### src/rtl/flappy_pkg.sv
// Shared constants for the flappy game blocks: state encodings, screen size
// and the default pipe slot geometry used by both the controller and pipe generator.
package flappy_pkg;

  typedef enum logic [1:0] {
    ST_READY = 2'd0,
    ST_PLAY  = 2'd1,
    ST_OVER  = 2'd2
  } state_e;

  localparam int SCREEN_W = 640;
  localparam int SCREEN_H = 480;
  localparam int SLOT_W   = 100;
  localparam int SLOT_H   = 100;

endpackage

### src/rtl/bird_ctrl_btn_edge_sync.sv
// Two-flop synchroniser for an asynchronous button level, followed by a
// rising-edge detector producing a one-cycle pulse.
module btn_edge_sync (
  input  logic clk_i,
  input  logic rst_i,
  input  logic d_i,
  output logic pulse_o
);

  logic meta_q;
  logic sync_q;
  logic prev_q;

  always_ff @(posedge clk_i) begin
    if (rst_i) begin
      meta_q <= 1'b0;
      sync_q <= 1'b0;
      prev_q <= 1'b0;
    end else begin
      meta_q <= d_i;
      sync_q <= meta_q;
      prev_q <= sync_q;
    end
  end

  assign pulse_o = sync_q & ~prev_q;

endmodule

### src/rtl/bird_ctrl.sv
// Game-state FSM, bird vertical physics and pipe/ground collision on the 2 ms tick.
// Optional build macro GOD_MODE_EN: pipe collisions ignored, only ground contact ends the game.
module bird_ctrl #(
  parameter int SLOT_W   = flappy_pkg::SLOT_W,
  parameter int SLOT_H   = flappy_pkg::SLOT_H,
  parameter int BIRD_XL  = 286,
  parameter int BIRD_XR  = 320,
  parameter int BIRD_H   = 24,
  parameter int BIRD_Y0  = 228,
  parameter int PHYS_DIV = 8,
  parameter int FLAP_V   = 6,
  parameter int VMAX     = 8,
  parameter int LOCKOUT  = 250
) (
  input  logic              clk_2ms,
  input  logic              rst,
  input  logic              btn_flap,
  input  logic [9:0]        pip_X,
  input  logic [8:0]        pip_Y,
  output logic [1:0]        state,
  output logic [8:0]        bird_Y,
  output logic signed [5:0] bird_vel,
  output logic              crash
);
  import flappy_pkg::*;

  localparam int                DIV_W    = (PHYS_DIV > 1) ? $clog2(PHYS_DIV) : 1;
  localparam int                LK_W     = $clog2(LOCKOUT + 1);
  localparam logic [8:0]        Y_INIT   = 9'(BIRD_Y0);
  localparam logic signed [5:0] VEL_FLAP = 6'(-FLAP_V);
  localparam logic signed [6:0] VMAX_S   = 7'(VMAX);
  localparam logic signed [10:0] Y_MAX_S = 11'(SCREEN_H - BIRD_H);

  function automatic logic [8:0] clamp_y(input logic signed [10:0] s);
    if (s < 11'sd0) return 9'd0;
    if (s > Y_MAX_S) return Y_MAX_S[8:0];
    return s[8:0];
  endfunction

  function automatic logic signed [5:0] sat_vel(input logic signed [5:0] v);
    logic signed [6:0] n;
    n = {v[5], v} + 7'sd1;
    if (n > VMAX_S) return VMAX_S[5:0];
    if (n > 7'sd31) return 6'sd31;
    return n[5:0];
  endfunction

  state_e            state_q;
  logic [8:0]        y_q;
  logic signed [5:0] vel_q;
  logic [DIV_W-1:0]  div_q;
  logic [LK_W-1:0]   lock_q;
  logic              crash_q;

  logic              flap;
  logic              step;
  logic              ground;
  logic              hit;
  logic signed [10:0] y_sum;
  logic [8:0]        y_d;
  logic signed [5:0] vel_d;

  btn_edge_sync u_sync (
    .clk_i   (clk_2ms),
    .rst_i   (rst),
    .d_i     (btn_flap),
    .pulse_o (flap)
  );

  assign step   = (div_q == DIV_W'(PHYS_DIV - 1));
  assign y_sum  = $signed({2'b00, y_q}) + $signed({{5{vel_q[5]}}, vel_q});
  assign y_d    = clamp_y(y_sum);
  assign vel_d  = sat_vel(vel_q);
  assign ground = ({2'b00, y_q} >= Y_MAX_S);

`ifdef GOD_MODE_EN
  assign hit = ground;
`else
  // 11-bit unsigned compares keep pipes that are partly off the left edge correct.
  logic [10:0] px;
  logic [10:0] py;
  logic [10:0] yb;
  logic        x_ov;
  logic        y_out;
  assign px    = {1'b0, pip_X};
  assign py    = {2'b00, pip_Y};
  assign yb    = {2'b00, y_q};
  assign x_ov  = (px > 11'(BIRD_XL)) && (px < 11'(BIRD_XR + SLOT_W));
  assign y_out = ((yb + 11'(SLOT_H)) < py) || ((yb + 11'(BIRD_H)) > py);
  assign hit   = (x_ov && y_out) || ground;
`endif

  always_ff @(posedge clk_2ms) begin
    if (rst) begin
      state_q <= ST_READY;
      y_q     <= Y_INIT;
      vel_q   <= '0;
      div_q   <= '0;
      lock_q  <= '0;
      crash_q <= 1'b0;
    end else begin
      crash_q <= 1'b0;
      case (state_q)
        ST_READY: begin
          y_q    <= Y_INIT;
          vel_q  <= '0;
          div_q  <= '0;
          lock_q <= '0;
          if (flap) begin
            state_q <= ST_PLAY;
            vel_q   <= VEL_FLAP;
          end
        end
        ST_PLAY: begin
          if (hit) begin
            state_q <= ST_OVER;
            crash_q <= 1'b1;
          end else begin
            div_q <= step ? '0 : div_q + DIV_W'(1);
            if (step) y_q <= y_d;
            // A flap wins over gravity; the position step still uses the old velocity.
            if (flap) vel_q <= VEL_FLAP;
            else if (step) vel_q <= vel_d;
          end
        end
        ST_OVER: begin
          if (lock_q == LK_W'(LOCKOUT)) begin
            if (flap) begin
              state_q <= ST_READY;
              y_q     <= Y_INIT;
              vel_q   <= '0;
              div_q   <= '0;
              lock_q  <= '0;
            end
          end else begin
            lock_q <= lock_q + LK_W'(1);
          end
        end
        default: state_q <= ST_READY;
      endcase
    end
  end

  assign state    = state_q;
  assign bird_Y   = y_q;
  assign bird_vel = vel_q;
  assign crash    = crash_q;

endmodule

### config.mk
export PLATFORM = sky130hd
export DESIGN_NAME = bird_ctrl
export DESIGN_NICKNAME = d
export VERILOG_FILES = /design/src/rtl/flappy_pkg.sv /design/src/rtl/bird_ctrl_btn_edge_sync.sv /design/src/rtl/bird_ctrl.sv
export SDC_FILE = /design/constraint.sdc
export NUM_CORES = 1
export LEC_CHECK = 0
export CORE_UTILIZATION = 60
export CTS_CLUSTER_SIZE = 8
export DETAILED_ROUTE_END_ITERATION = 12
export GPL_TIMING_DRIVEN = 1
export PLACE_DENSITY = 0.93
export SETUP_SLACK_MARGIN = 0.5
export SYNTH_ARGS = -nofsm -noshare
export SYNTH_HDL_FRONTEND = slang
export SYNTH_HIERARCHICAL = 1
export SYNTH_SLANG_ARGS = --single-unit
### constraint.sdc
create_clock -name clk_2ms -period 9.2 [get_ports clk_2ms]
set_input_delay 1.84 -clock clk_2ms [delete_from_list [all_inputs] [get_ports clk_2ms]]
set_output_delay 1.84 -clock clk_2ms [all_outputs]
set_load 0.03 [all_outputs]
==> run_results.csv <==
group,metric,value,unit
synthesis,syn-instance-count,366,
die,die_w,73.0,um
final_layout,num_antenna_cells,0,
worst_setup_path,crit_path_end_kind,"flop",
sta,max_slew_margin,23.0,%
clock_tree,clk_latency,0.29,ns
job,cap_violations,0,
routing,num_vias,2964,
clock_tree,ctsResizeCount,0,
sta,tns,0,ns
clock_tree,clk_transition_reported_paths,0.06,ns
synthesis,ys_types,71,
worst_setup_path,r2r_start,"bird_Y[3]",
power,peakVddDrop,135,uV
clock_tree,h-tree-depth,2,
final_layout,syn2layout_area_growth,16.4,%
synthesis,syn_nets,429,
synthesis,ys_ff_latch,32,
synthesis,synth_seq_area_share,21.2,%
sta,min_period,4.74,ns
global_route,grt_pass1_vias,2858,
worst_hold_path,hold_path.class,"flop to flop",
clock_tree,postCtsHoldBufs,0,
place,place_area,3430,um2
die,design.core.area,4790,um2
routing,wl,7530,um
synthesis,syn_avg_cell_area,8.27,um2
die,rows,25,
clock_tree,cts_buffers,5,
clock_tree,cts_tree,"done",
power,p_total,456,uW
global_route,grt_pass1_wl,12500,um
global_route,grt_use_total,29.9,%
sta,setup_ws,4.46,ns
routing,dr.pass1.iters,5,
synthesis,yosys_warnings,6,
worst_setup_path,path_class,"input port to flop",
sta,setup_viol_count_final,0,
worst_setup_path,cp.required,9.37,ns
worst_setup_path,critPathLaunch,"pip_Y[2]",
place,place.gp.congestion,0.856,
clock_tree,cts_setup_buffers,0,
die,dieArea,5330,um2
clock_tree,root_buffer,"clkbuf_8",
die,initial_core_util,63.2,%
sta,maxSlewViolCount,0,
final_layout,drive_above_1_share,6.23,%
synthesis,syn_area,3030,um2
synthesis,synth_ff_type,"dfxtp_1",
routing,final_antenna_net_count,0,
final_layout,post-route-util,73.6,%
final_layout,nNetsFinal,463,
routing,wl_per_cell,16.1,um
routing,first_iter_violations,218,
worst_setup_path,start_kind,"input port",
clock_tree,cts.path.max_buffers,2,
sta,whs,0.457,ns
routing,routed_via_density,6.33,
routing,drc_errors,0,
run_status,status,"completed",
sta,max_clock_freq,0.211,GHz
die,io_pins,40,
synthesis,async_flop_share,0,%
clock_tree,cts.sinks,32,
worst_setup_path,worstPathArrival,4.91,ns
sta,skew,0.00575,ns
sta,rsz0062_at_grt,"false",
global_route,grt_max_degree,22,
power,power_leakage,1.42,nW
global_route,antenna_found_initial,0,
sta,worstMarginPinSlew,1.15,ns
synthesis,synth-edff-count,0,
sta,hold_viol,0,
global_route,grt.overflow.total,0,
sta,timing.final.crit_share,51.5,%
die,fp.dieH,73.0,um
place,dp.cells,460,
final_layout,stdcell_count,468,
power,p_per_area,130,nW/um2
place,place_ws,4.20,ns
place,dp_hpwl,5840,um
worst_setup_path,worstPathMaxFanout,11,
worst_hold_path,hp-start,"u_sync/meta_q",
place,port_buffers,39,
final_layout,finish.instance_area,3520,um2
## synth_stat cells (all sizes together) (3+ instances only)
| cell | count | area [um2] |
|---|---|---|
| a21o | 7 | 53.8 |
| inv | 29 | 109 |
| a22o | 3 | 26.3 |
| o21a | 4 | 30.0 |
| and3 | 7 | 43.8 |
| xnor2 | 12 | 105 |
| clkbuf | 7 | 27.5 |
| a21oi | 24 | 124 |
| ha | 40 | 500 |
| xor2 | 10 | 87.6 |
| or4 | 4 | 33.8 |
| a211oi | 6 | 55.1 |
| nand2 | 16 | 60.1 |
| nand3 | 12 | 60.1 |
| nor2 | 31 | 116 |
| o31a | 3 | 27.5 |
| dfxtp | 32 | 641 |
| nand4 | 6 | 37.5 |
| and2 | 3 | 21.3 |
| a2111oi | 3 | 32.5 |
| nor3 | 9 | 45.0 |
| nor2b | 8 | 52.6 |
| o21ai | 21 | 105 |
| o22a | 3 | 26.3 |
| nand2b | 9 | 56.3 |
| or3 | 5 | 31.3 |
| a31oi | 3 | 18.8 |
| o32ai | 3 | 45.1 |
| buf | 5 | 43.8 |
| mux2i | 4 | 40.0 |
## final cells by class
class                           instances  area [um2]
Clock buffer                            6        82.6
Sequential cell                        32         641
Fill cell                             362        1260
Timing Repair Buffer                   39         390
Clock inverter                          2        10.0
Tap cell                               67        83.8
Inverter                               29         109
Multi-Input combinational cell        293        2200
## worst max-delay path, cell delays in order
cell	delay [ns]
clkdlybuf4s50_1	0.46
inv_1	0.06
ha_1	0.31
nand3b_1	0.18
a2111oi_2	0.40
a211oi_2	0.13
nor3_1	0.94
a311oi_2	0.33
a22o_1	0.27
## power by group
group / internal, mW / total (mW) / switching, mW
Sequential: 0.146 / 0.158 / 0.0124
Combinational: 0.0784 / 0.187 / 0.109
Clock: 0.0596 / 0.111 / 0.0513
Total: 0.284 / 0.456 / 0.172
## worst paths after layout
check,end,slack (ns),cells past startpoint
setup / recovery,bird_Y[4],4.46,9
hold reg to reg,u_sync/sync_q,0.46,1
setup reg to reg,bird_Y[4],5.28,11
hold / removal,u_sync/sync_q,0.46,1
## sequential cells by signal, indices dropped and copies added (netlist names), 2 cells and up
register / count
bird_Y: 9
lock_q: 8
bird_vel: 6
div_q: 3
state: 2
## kinds of logic (layout without fill, tap and decap cells)
kind of cell / count (synthesis) / count (layout) / share of synthesized area, %
AOI/OAI and AO/OA: 103 / 103 / 25.2
xor gates and xnor gates: 22 / 22 / 6.37
adders and majority gates: 41 / 41 / 17.2
buffers and inverters: 41 / 76 / 5.95
DFF: 32 / 32 / 21.2
muxes: 4 / 4 / 1.32
and+or+nand+nor: 123 / 123 / 22.7
## per-layer routing
layer  share of wire, %  vias up  global-route usage, %  routed length [um]
met5                  0        -                      0                   0
met4                2.8        0                   14.4                 212
met3                5.2       25                   5.66                 389
met2                 52      116                   54.7                3880
met1                 40     1405                   32.8                3050
li1                   -     1418                      -                   -
## placed cells by master (no fill, tap or decap), types with 7 or more instances in the layout
cell type	count
and3_1	7
nor3_1	9
clkdlybuf4s50_1	39
ha_1	40
nand2b_1	9
o21ai_0	19
xnor2_1	12
nand3_1	12
nor2_1	31
xor2_1	10
inv_1	29
a21oi_1	23
nand2_1	16
nor2b_1	7
dfxtp_1	32
Power figures use the tool's default switching activity.
